### config.mk
export PLATFORM = sky130hd
export DESIGN_NAME = uart_rx_axis
export DESIGN_NICKNAME = d
export VERILOG_FILES = /design/src/rtl/uart_rx_axis.sv
export SDC_FILE = /design/constraint.sdc
export NUM_CORES = 1
export LEC_CHECK = 0
export BUFFER_PORTS_ARGS = -buffer_cell sky130_fd_sc_hd__buf_2
export CORE_ASPECT_RATIO = 1.2
export CORE_MARGIN = 2
export CORE_UTILIZATION = 59
export DETAILED_ROUTE_END_ITERATION = 12
export PLACE_DENSITY = 0.8
export SLEW_MARGIN = 15
export SYNTH_ARGS = -nofsm -noshare
export SYNTH_HDL_FRONTEND = slang
export SYNTH_SLANG_ARGS = --single-unit
### constraint.sdc
create_clock -name clk -period 4 [get_ports clk]
set_clock_uncertainty 0.05 [all_clocks]
set_input_delay 0.6 -clock clk [delete_from_list [all_inputs] [get_ports clk]]
set_output_delay 0.6 -clock clk [all_outputs]
set_load 0.05 [all_outputs]
### src/rtl/uart_rx_axis.sv
// uart_rx_axis: UART receiver packing bytes into W_OUT-bit words on a
// valid/ready master port, with frame-error and overrun pulses.
// Ports: clk, rstn (async, active-low), rx (raw UART line),
//   m_ready (in), m_valid / m_data[W_OUT] / m_frame_err / m_overrun (out).
// Optional: define UART_RX_AXIS_PARITY_EN for an even-parity bit per frame.
module uart_rx_axis #(
  parameter int CLOCKS_PER_PULSE = 200_000_000/9600,
  parameter int BITS_PER_WORD    = 8,
  parameter int W_OUT            = 8*8*3+8*4
) (
  input  logic             clk,
  input  logic             rstn,
  input  logic             rx,
  input  logic             m_ready,
  output logic             m_valid,
  output logic [W_OUT-1:0] m_data,
  output logic             m_frame_err,
  output logic             m_overrun
);

  localparam int NB  = (W_OUT + BITS_PER_WORD - 1) / BITS_PER_WORD;
  localparam int AW  = NB * BITS_PER_WORD;
  localparam int CW  = $clog2(CLOCKS_PER_PULSE);
  localparam int BCW = $clog2(BITS_PER_WORD + 1);
  localparam int NBW = $clog2(NB + 1);

  localparam logic [CW-1:0]  HALF_M1   = CW'(CLOCKS_PER_PULSE/2 - 1);
  localparam logic [CW-1:0]  FULL_M1   = CW'(CLOCKS_PER_PULSE - 1);
  localparam logic [BCW-1:0] BIT_LAST  = BCW'(BITS_PER_WORD - 1);
  localparam logic [NBW-1:0] BYTE_LAST = NBW'(NB - 1);

  typedef enum logic [2:0] {
    IDLE,
    START,
    DATA,
`ifdef UART_RX_AXIS_PARITY_EN
    PARITY,
`endif
    STOP,
    WAIT_HIGH
  } state_t;

  state_t                     state_q, state_d;
  logic                       rx_m, rx_s;
  logic [CW-1:0]              cnt_q;
  logic [BCW-1:0]             bit_q;
  logic [BITS_PER_WORD-1:0]   shift_q;
  logic [NBW-1:0]             byte_q;
  logic [AW-1:0]              asm_q, word_full;
  logic                       tick, sample_bit, commit, ferr;
  logic                       par_ok, complete;

`ifdef UART_RX_AXIS_PARITY_EN
  logic par_q;

  always_ff @(posedge clk or negedge rstn) begin
    if (!rstn) begin
      par_q <= 1'b0;
    end else if (state_q == PARITY && tick) begin
      par_q <= rx_s;
    end
  end

  // Even parity: data bits xor parity bit must be zero.
  assign par_ok = ~(^shift_q ^ par_q);
`else
  assign par_ok = 1'b1;
`endif

  assign tick = (state_q == START) ? (cnt_q == HALF_M1)
                                   : (cnt_q == FULL_M1);

  always_comb begin
    state_d    = state_q;
    sample_bit = 1'b0;
    commit     = 1'b0;
    ferr       = 1'b0;
    unique case (state_q)
      IDLE: begin
        if (!rx_s) state_d = START;
      end
      START: begin
        // High at mid-start means a glitch: drop it silently.
        if (tick) state_d = rx_s ? IDLE : DATA;
      end
      DATA: begin
        if (tick) begin
          sample_bit = 1'b1;
          if (bit_q == BIT_LAST) begin
`ifdef UART_RX_AXIS_PARITY_EN
            state_d = PARITY;
`else
            state_d = STOP;
`endif
          end
        end
      end
`ifdef UART_RX_AXIS_PARITY_EN
      PARITY: begin
        if (tick) state_d = STOP;
      end
`endif
      STOP: begin
        if (tick) begin
          if (rx_s && par_ok) begin
            commit  = 1'b1;
            state_d = IDLE;
          end else begin
            ferr    = 1'b1;
            state_d = WAIT_HIGH;
          end
        end
      end
      WAIT_HIGH: begin
        if (rx_s) state_d = IDLE;
      end
      default: state_d = IDLE;
    endcase
  end

  // Assembly register with the byte being committed merged in.
  always_comb begin
    word_full = asm_q;
    word_full[byte_q*BITS_PER_WORD +: BITS_PER_WORD] = shift_q;
  end

  assign complete = commit && (byte_q == BYTE_LAST);

  always_ff @(posedge clk or negedge rstn) begin
    if (!rstn) begin
      rx_m        <= 1'b1;
      rx_s        <= 1'b1;
      state_q     <= IDLE;
      cnt_q       <= '0;
      bit_q       <= '0;
      shift_q     <= '0;
      byte_q      <= '0;
      asm_q       <= '0;
      m_valid     <= 1'b0;
      m_data      <= '0;
      m_frame_err <= 1'b0;
      m_overrun   <= 1'b0;
    end else begin
      rx_m    <= rx;
      rx_s    <= rx_m;
      state_q <= state_d;

      if (state_q == IDLE || state_q == WAIT_HIGH || tick) begin
        cnt_q <= '0;
      end else begin
        cnt_q <= cnt_q + 1'b1;
      end

      if (state_q == START) begin
        bit_q <= '0;
      end else if (sample_bit) begin
        bit_q <= bit_q + 1'b1;
      end

      if (sample_bit) begin
        shift_q <= {rx_s, shift_q[BITS_PER_WORD-1:1]};
      end

      if (commit) begin
        asm_q  <= word_full;
        byte_q <= complete ? '0 : byte_q + 1'b1;
      end else if (ferr) begin
        byte_q <= '0;
      end

      m_frame_err <= ferr;
      m_overrun   <= complete && m_valid && !m_ready;

      // Single-entry output: a held, unaccepted word wins over a new one.
      if (complete && (!m_valid || m_ready)) begin
        m_valid <= 1'b1;
        m_data  <= word_full[W_OUT-1:0];
      end else if (m_valid && m_ready) begin
        m_valid <= 1'b0;
      end
    end
  end

endmodule

== Word-level counts from Yosys, hierarchy flattened ==
Index checks and enable logic that the tools add are counted.

* Bits in registers: 488
* Bits of input ports: 4
* Output and inout bits: 227
* Word-level logic and storage cells: 74

* Add/sub/neg operators: 4
* Equal/unequal tests: 14
* Shifts and indexed selects: 2
* Mux-type cells: 27
* Reductions and logical operators: 15

{| class="wikitable"
|+ Operator list
! cell !! count
|-
| bitwise mux 224 bit || 1
|-
| variable shift 8 x 34 -> 224 bit, first input constant || 1
|-
| variable part select 8 x 34 -> 224 bit || 1
|-
| negator 8 -> 34 bit || 1
|-
| 2-to-1 mux 3 bit || 7
|-
| adder 15 x 1 -> 15 bit, second input constant || 1
|-
| equality test 15 x 14 -> 1 bit, second input constant || 1
|-
| equality test 15 bit, second input constant || 1
|-
| 2-to-1 mux 15 bit || 1
|-
| 2-to-1 mux 5 bit || 3
|-
| case mux 3 bit (5 select lines) || 1
|-
| inequality test 2 bit, second input constant || 6
|-
| 2-to-1 mux 1 bit || 11
|-
| 2-to-1 mux 4 bit || 2
|-
| equality test 3 x 2 -> 1 bit, second input constant || 2
|-
| AND reduction 6 bit || 1
|-
| nonzero test 2 bit || 3
|-
| adder 5 x 1 -> 5 bit, second input constant || 1
|-
| equality test 5 bit, second input constant || 1
|-
| logical AND 1 bit || 5
|-
| adder 4 x 1 -> 4 bit, second input constant || 1
|-
| equality test 4 x 3 -> 1 bit, second input constant || 1
|-
| equality test 3 x 1 -> 1 bit, second input constant || 1
|-
| equality test 3 bit, second input constant || 1
|-
| other kinds (4) || 7
|}

== Longest topological paths before layout ==
Gate-level depths: netlist of run 1.

* Word-level depth: 7
* Gate-level depth with buffers: 13
* Gate-level depth less buffers: 9

== Worst setup path before layout of run 1 ==
No wires, ideal clock.

* Kind: reg2reg
* Start point: register byte_q[0]
* End point: register asm_q[104]
* Setup time: 0.125 ns
* Data arrival time: 2.899 ns
* Required time: 3.825 ns
* Path slack: 0.927 ns
* Cell stages (with the launch flop): 14
* Path buffers: 5
* Period minus slack after synthesis: 3.073 ns
* Path through: dfrtp_1 > clkbuf_8 > clkbuf_8 > inv_1 > ha_1 > nor3b_1 > ha_1 > clkbuf_1 > nand2b_1 > nor3_1 > buf_1 > and2_2 > buf_2 > mux2_2

* Word-level cells in the longest chain between the ends: 3
* Elaborated cells between the ends (all ways): 4
* Classes of those cells: add/sub: 1; shift: 2; mux: 1

{| class="wikitable"
|+ Ends and longest elaborated chain
! item !! line !! source
|-
| start: declaration || 48 || <nowiki>logic [NBW-1:0] byte_q;</nowiki>
|-
| start signal: assignment || 166 || <nowiki>byte_q <= complete ? '0 : byte_q + 1'b1;</nowiki>
|-
| negator 8 -> 34 bit * || 124 || <nowiki>word_full[byte_q*BITS_PER_WORD +: BITS_PER_WORD] = shift_q;</nowiki>
|-
| variable part select 8 x 34 -> 224 bit or variable shift 8 x 34 -> 224 bit (tied branches) || 124 ||
|-
| bitwise mux 224 bit * || 124 ||
|-
| end signal: assignment || 165 || <nowiki>asm_q <= word_full;</nowiki>
|-
| end: declaration || 49 || <nowiki>logic [AW-1:0] asm_q, word_full;</nowiki>
|}

Every way passes the cells marked *; elsewhere a longest branch is shown, timed or not.
A chain may end at the register's enable or synchronous reset.

== Worst setup path after layout of run 1 ==
* Start point: register byte_q[1]
* End point: register asm_q[35]

The elaborated chain is that of the path after synthesis.

==> flow_summary.ini, run 1 <==
[outcome]
status = complete, no violations

[logic_synthesis]
synth.distinct_cells = 66
synth_ff_type = dfrtp_1
synth_area_mm2 = 0.0216
ys_seq_area_share_pct = 56.6
synthCells = 1840
syn_avg_cell_area_um2 = 11.7
synth_edf_count = 0
ys_async_sr_fraction_pct = 100
synth_seq_cells = 488
synth_nets = 1849
ys_warn_count = 0

[critical_path]
critical_path_required_ns = 4.38
critical_path_class = register to register
reg2regPathDepth = 10
rr_startpoint = byte_q[1]$_DFFE_PN0P_
worstReg2RegEnd = asm_q[35]$_DFFE_PN0P_
critPathArrivalTime_ns = 3.91
cp_max_fo = 13
cp-start-kind = register
reg2reg_slack_ns = 0.47
cp-end-kind = register

[placement]
numPortBuffers = 230
gp_congestion = 0.864
hpwl_mm = 34.4

[routing]
met3_length_mm = 2.55
routed_wl_mm = 51.7
drtIter0Drc = 965
drt-met1-wl_mm = 21.5
first_pass_iters = 5
postRouteAntennaNets = 0
wl_met2_mm = 25.8
viasPerCell = 5.84
top_layer_used = met4
vias = 14800
avgRoutedWirePerCell_um = 20.4
drc = 0

[clocking]
cts_hold_buf = 0
cts_tree = yes
clk_pin_slew_worst_paths_ns = 0.06
clock_sink_count = 488
clockRootBuffer = clkbuf_16
numCtsBuffers = 47
clkLatencyLatePin_ns = 0.57
postCtsSetupBuffers = 0
clock_path_buffers = 3
cts_resized = 0
h-tree-depth = 2

[sta]
min_period_ns = 3.53
worst_slew_pin_slew_ns = 1.06
grt_setup_unrepaired = false
finalCritPeriodShare_pct = 88.3
tns_ns = 0
hold_viol_final = 0
slew_headroom_pct = 29.4
max_freq_ghz = 0.283
drv_slew = 0
finalSetupViolCount = 0

[floorplanning]
die_w_um = 179
start_util_pct = 59.9
die_h_um = 214
core_mm2 = 0.0360
ioPinCount = 231
die-area_mm2 = 0.0382
rows = 76

[final_layout]
n_fill_cell = 2625
regArea_mm2 = 0.0122
multiInputGateArea_mm2 = 0.00863
final_cell_mix = dfrtp_1, o21ai_0, nand2_1
drive_gt1_share_pct = 29.0
finalNetCount = 2039
syn_to_final_growth_pct = 14.0
num_antenna_cells = 0
final_common_cell = dfrtp_1
final_util_pct = 68.3

[power]
vdd_ir_drop_max_mv = 0.304
leakage_nw = 13.1
power.density_mw_per_mm2 = 384

[global_route]
grt_usage_pct = 27.7
grt_pass1_vias = 14800
globalRouteOverflowTotal = 0
grt_pass1_wl_mm = 82.1
antenna_found_initial = 0
grt_max_degree = 261

[min_path]
holdCritPathClass = primary input to asynchronous set/reset pin

[job]
maxCapViolations = 0
==> critical path, cell delays in order (launching register included) <==
cell and delay, ns:
dfrtp_1 0.53, inv_1 0.08, ha_1 0.25, nor3b_1 0.16
ha_1 0.31, buf_4 0.19, nor3b_1 0.37, buf_4 0.21
nand3_1 0.50, nor2_8 0.37, mux2_2 0.37
==> synth_stat cells, types with 6 or more instances <==
cell type	n	area (µm²)
dfrtp_1	486	12200
o21ai_0	280	1400
nand2_1	263	987
mux2_2	207	2330
mux2i_1	189	1890
clkbuf_1	70	263
nor2_1	40	150
buf_2	39	195
nand3_1	31	155
nor2_8	15	300
and2_1	14	87.6
inv_1	13	48.8
and3_1	12	75.1
nor3_1	12	60.1
buf_1	10	37.5
nand2b_1	9	56.3
xor2_1	9	78.8
a21oi_1	8	40.0
a22oi_1	8	60.1
nor4_1	8	50.1
a2bb2oi_1	7	61.3
buf_6	7	78.8
and2_2	6	45.0
o2bb2ai_1	6	52.6
==> worst max-delay path by stage <==
stage | startpoint | to | depth (start not counted)
after global routing | byte_q[1]$_DFFE_PN0P_ | asm_q[23]$_DFFE_PN0P_ | 10
after global placement | byte_q[1]$_DFFE_PN0P_ | asm_q[38]$_DFFE_PN0P_ | 10
after CTS | byte_q[1]$_DFFE_PN0P_ | asm_q[35]$_DFFE_PN0P_ | 10
after floorplan | byte_q[0]$_DFFE_PN0P_ | asm_q[104]$_DFFE_PN0P_ | 13
final | byte_q[1]$_DFFE_PN0P_ | asm_q[35]$_DFFE_PN0P_ | 10
after detailed placement | byte_q[1]$_DFFE_PN0P_ | asm_q[36]$_DFFE_PN0P_ | 10
==> state kept, by name, indices dropped and copies added, names as in the netlist <==
name	count
m_frame_err	1
rx_s	1
shift_q	8
state_q	3
byte_q	5
m_overrun	1
cnt_q	15
asm_q	224
m_data	224
m_valid	1
rx_m	1
bit_q	4
==> cells by family (layout without fill, tap and decap cells) <==
group	count (synthesis)	count (layout)	share of synthesized area, %
muxes	398	398	19.7
buffers and inverters	150	374	3.57
AOI/OAI and AO/OA	329	329	8.23
and+or+nand+nor	456	456	11.1
adders and majority gates	5	5	0.290
xor gates and xnor gates	14	14	0.568
DFF	488	488	56.6
==> per-layer routing <==
layer | vias to the layer above | global-route usage, %
met1 | 7464 | 37.0
met3 | 113 | 3.95
met5 | - | 0
met2 | 418 | 46.4
met4 | 0 | 10.5
li1 | 6787 | -
==> report_power, final <==
part	switching, mW	internal, mW	total (mW)
Combinational	0.0960	0.0169	0.113
Clock	1.83	2.57	4.40
Sequential	0.00280	4.94	4.94
Total	1.93	7.53	9.45
==> final cells by class <==
class | count | area share (%)
clock inverters | 8 | 0.508
multi-input cells | 1202 | 35.1
repair buffers | 278 | 6.59
well taps | 468 | 2.38
inverters | 13 | 0.198
flip-flops and latches | 488 | 49.6
clock buffers | 75 | 5.65
==> per-stage QoR <==
stage,cell area [µm²],setup WS [ns],total power [mW],hold WS [ns],instances
floorplan,21600,0.927,5.03,0.254,1840
global placement,23100,0.614,5.15,0.297,2449
detailed placement,23100,0.504,5.15,0.301,2449
CTS,24600,0.479,9.52,0.0661,2532
global route,24600,0.340,9.73,0.0696,2532
finish,24600,0.470,9.45,0.0372,2532
No activity file was read; power rests on OpenSTA's default activity.
==> inputs of run 2 (changes only) <==
- SETUP_SLACK_MARGIN: not set -> 0.5
- SLEW_MARGIN: 15 -> 30
- TNS_END_PERCENT: not set -> 10
==> run 2 against run 1 <==
Compared with the run above:
- wire length is 0.25% higher
- register-to-register slack better by 0.10 ns
- clock power hardly changed
- largest cell class unchanged
- utilization is 0.25 points higher
- maximum frequency is 3.0% higher
- highest routed layer unchanged
==> flow_summary.ini, run 2 (same netlist as run 1, synthesis figures left out) <==
[power]
switchingPower_mw = 1.93
vdd_ir_drop_max_mv = 0.305
p_sw_share_pct = 20.4
leakage_nw = 13.2
seqPwrFrac_pct = 52.2
p_clk_share_pct = 46.5
power.density_mw_per_mm2 = 383
combPwrFrac_pct = 1.2
p_int_mw = 7.53

[critical_path]
cp-start-kind = register
critPathArrivalTime_ns = 3.82
critical_path_class = register to register
critical_path_required_ns = 4.39
cp-end-kind = register
cp_max_fo = 13

[clocking]
clockRootBuffer = clkbuf_16
clock_sink_count = 488
cts_tree = yes
clkLatencyLatePin_ns = 0.56
h-tree-depth = 2
clock_path_buffers = 3
numCtsBuffers = 47
clk_pin_slew_worst_paths_ns = 0.06

[outcome]
status = complete, no violations

[min_path]
holdCritPathClass = primary input to register

[routing]
drc = 0
top_layer_used = met4
viasPerCell = 5.82
drtIter0Drc = 969
met3_length_mm = 2.55
routed_wl_mm = 51.9
postRouteAntennaNets = 0
first_pass_iters = 5
drt-met1-wl_mm = 21.7
avgRoutedWirePerCell_um = 20.5
wl_met2_mm = 25.7
vias = 14800

[placement]
dp.cells = 2449
hpwl_mm = 34.4
numPortBuffers = 230
gp_congestion = 0.864
placed_area_mm2 = 0.0231

[sta]
max_freq_ghz = 0.292
slew_headroom_pct = 34.6
tns_ns = 0
hold_viol_final = 0
worst_slew_pin_slew_ns = 0.978
finalSetupViolCount = 0
min_period_ns = 3.43
drv_slew = 0
finalCritPeriodShare_pct = 85.7
grt_setup_unrepaired = true

[floorplanning]
die_w_um = 179
ioPinCount = 231
start_util_pct = 59.9
die_h_um = 214
rows = 76
core_mm2 = 0.0360
die-area_mm2 = 0.0382

[final_layout]
final_area_mm2 = 0.0247
finalNetCount = 2042
final_cell_mix = dfrtp_1, o21ai_0, nand2_1
final_common_cell = dfrtp_1
drive_gt1_share_pct = 29.3
num_antenna_cells = 0
reg_top3 = asm_q (224), m_data (224), cnt_q (15)
syn_to_final_growth_pct = 14.4
stdcell_count = 2535

[global_route]
grt_max_degree = 261
grt_usage_pct = 27.7
grt_pass1_vias = 14800
antenna_found_initial = 0
globalRouteOverflowTotal = 0
grt_pass1_wl_mm = 82.1

[job]
maxCapViolations = 0
==> run 2: path summary, 6_finish.rpt <==
path	from	to	slack [ns]	cells past startpoint
worst max-delay path	byte_q[1]$_DFFE_PN0P_	asm_q[53]$_DFFE_PN0P_	0.57	10
worst min-delay path	rx	rx_m$_DFF_PN1_	0.09	1
worst max register to register	byte_q[1]$_DFFE_PN0P_	asm_q[53]$_DFFE_PN0P_	0.57	10
worst min register to register	rx_m$_DFF_PN1_	rx_s$_DFF_PN1_	0.31	0
max in group asynchronous	rstn	m_data[161]$_DFFE_PN0P_	2.15	4
min in group asynchronous	rstn	m_data[44]$_DFFE_PN0P_	0.54	2
==> run 2: routing by layer <==
layer	GRT usage [%]	up-vias
met5	0	-
met4	10.5	0
met1	37.0	7414
li1	-	6797
met3	3.95	112
met2	46.4	429
==> run 2: worst max-delay path, stage by stage (launching register included) <==
cell     delay [ns]
dfrtp_1        0.53
inv_1          0.09
ha_1           0.25
nor3b_1        0.16
ha_1           0.31
buf_4          0.19
nor3b_1        0.36
buf_4          0.21
nand3_1        0.43
nor2_8         0.35
mux2_2         0.37
==> run 2: power by group through the flow <==
stage	Sequential, mW	Clock (mW)	Combinational, mW
CTS	4.94	4.46	0.120
floorplan	5.03	0	0.00219
global placement	5.03	0	0.118
detailed placement	5.03	0	0.120
global route	4.94	4.65	0.139
finish	4.94	4.40	0.118
==> run 2: cell type report <==
class	count	area, µm²
fill	2606	11300
inverter	13	48.8
clock buffer	75	1390
multi-input combinational	1202	8650
tap	468	586
clock inverter	8	125
sequential	488	12200
timing repair buffer	281	1690
==> run 2: timing repair <==
action / in CTS / in global routing
hold endpoints to repair: 0 / 23
resized for setup: 1 / 4
buffers inserted: 0 / 0
pin swaps: 0 / 1
endpoints found under the setup margin: 8 / 63
hold buffers: 0 / 1
==> run 2: through the flow <==
stage	utilization, %	hold WS, ns	power, mW	setup WS, ns
2_1_floorplan	-	0.254	5.03	0.927
3_3_place_gp	64.1	0.297	5.15	0.614
3_5_place_dp	64.1	0.301	5.15	0.504
4_1_cts	68.3	0.0661	9.52	0.500
5_1_grt	68.5	0.0696	9.73	0.417
6_report	68.5	0.0851	9.46	0.571
==> inputs of run 3 (changes only) <==
- CORE_UTILIZATION: 59 -> 35
- PLACE_DENSITY: 0.8 -> not set
==> run 3 against run 2 <==
Compared with the run above:
- global-route usage fell by 9.8 points
- maximum frequency grew 2.3%
- critical endpoint is now asm_q[52]$_DFFE_PN0P_
- critical path depth shrank 1
- clock-buffer cell count shrank 5
- critical path type unchanged
==> flow_summary.ini, run 3 (same netlist as run 1, synthesis figures left out) <==
[clocking]
h-tree-depth = 2
numCtsBuffers = 50
clk_pin_slew_worst_paths_ns = 0.06
clock_path_buffers = 3
clkLatencyLatePin_ns = 0.58
clock_sink_count = 488
clockRootBuffer = clkbuf_16
cts_tree = yes

[routing]
postRouteAntennaNets = 0
vias = 14500
avgRoutedWirePerCell_um = 19.8
routed_wl_mm = 57.2
first_pass_iters = 5
viasPerCell = 5.04
drc = 0
drtIter0Drc = 949

[placement]
numPortBuffers = 230
gp_congestion = 0.849
placed_area_mm2 = 0.0235
dp.cells = 2787
hpwl_mm = 39.5

[final_layout]
reg_top3 = asm_q (224), m_data (224), cnt_q (15)
final_area_mm2 = 0.0254
stdcell_count = 2886
final_common_cell = dfrtp_1
n_fill_cell = 5770
drive_gt1_share_pct = 30.5
syn_to_final_growth_pct = 17.7
finalNetCount = 2047
num_antenna_cells = 0
final_util_pct = 41.7
final_cell_mix = dfrtp_1, o21ai_0, nand2_1
multiInputGateArea_mm2 = 0.00869
regArea_mm2 = 0.0122

[global_route]
grt_max_degree = 182
antenna_found_initial = 1
globalRouteOverflowTotal = 0
grt_usage_pct = 18.0
grt_pass1_vias = 14900
grt_pass1_wl_mm = 89.3

[critical_path]
crit_start = byte_q[1]$_DFFE_PN0P_
cp_top_family = simple AND/OR/NAND/NOR gates
slowest_stage = ha_2
rr_startpoint = byte_q[1]$_DFFE_PN0P_
critical_path_class = register to register
cp_cell_sequence = inv_1 > ha_1 > nor3b_1 > ha_2 > nor3b_4 > buf_12 > nand3_1 > nor2_8 > mux2_2
reg2reg_slack_ns = 0.65
path_buf_inv = 2
cp_max_fo = 14
worstReg2RegEnd = asm_q[52]$_DFFE_PN0P_
cp-end-kind = register
cp-start-kind = register
critical_path_required_ns = 4.41
critPathArrivalTime_ns = 3.76
reg2regPathDepth = 9
slowest_delay_ns = 0.55

[floorplanning]
ioPinCount = 231
start_util_pct = 35.4
core_mm2 = 0.0609
die_w_um = 231
die_h_um = 276
die-area_mm2 = 0.0637
rows = 99

[min_path]
holdPathStages = 1
min_from = rx
whs_endpoint = rx_m$_DFF_PN1_
holdCritPathClass = primary input to register

[power]
power.density_mw_per_mm2 = 399
vdd_ir_drop_max_mv = 0.316
leakage_nw = 13.3
total_power_mw = 10.1

[sta]
worst_slew_pin_slew_ns = 0.841
hold_viol_final = 0
grt_setup_unrepaired = true
drv_slew = 0
max_freq_ghz = 0.298
slew_headroom_pct = 43.4
finalSetupViolCount = 0
min_period_ns = 3.35
hold_slack_ns = 0.0795
finalCritPeriodShare_pct = 83.8

[job]
maxCapViolations = 0

[outcome]
status = complete, no violations
==> run 3: per-stage QoR <==
stage	worst slack, ns	setup TNS, ns
final	0.648	0
after global routing	0.453	0
after CTS	0.410	0
after detailed placement	-0.0899	-1.50
after global placement	0.0415	0
after floorplan	0.927	0
==> run 3: worst max path at each step <==
| stage | cells past startpoint | to | slack (ns) |
|---|---|---|---|
| floorplan | 13 | asm_q[104]$_DFFE_PN0P_ | 0.93 |
| global placement | 8 | asm_q[177]$_DFFE_PN0P_ | 0.04 |
| detailed placement | 8 | asm_q[188]$_DFFE_PN0P_ | -0.09 |
| CTS | 8 | asm_q[8]$_DFFE_PN0P_ | 0.41 |
| global route | 9 | asm_q[71]$_DFFE_PN0P_ | 0.45 |
| finish | 9 | asm_q[52]$_DFFE_PN0P_ | 0.65 |
==> run 3: metal layers <==
layer  track usage, %  wire [µm]
met1             22.9      24200
met2             30.2      28200
met3             3.57       2960
met4             6.30       1860
met5                0          0
==> run 3: power by group <==
group          switching (mW)  leakage, nW  internal [mW]
Clock                    1.98        0.896           3.10
Sequential            0.00307         6.80           4.94
Combinational          0.0991         5.63         0.0184
Total                    2.09         13.3           8.05
==> run 3: layout make-up <==
type	count	area share (%)
clock buffer	70	5.82
clock inverter	22	1.25
inverter	13	0.192
multi-input combinational	1202	34.2
sequential	488	48.0
tap	808	3.98
timing repair buffer	283	6.54
==> run 3: what timing repair did <==
action | in CTS | in global routing
setup buffers | 6 | 0
pin swaps | 1 | 0
hold buffers | 1 | 0
hold endpoints to repair | 3 | 0
resized for setup | 2 | 5
endpoints found under the setup margin | 194 | 129
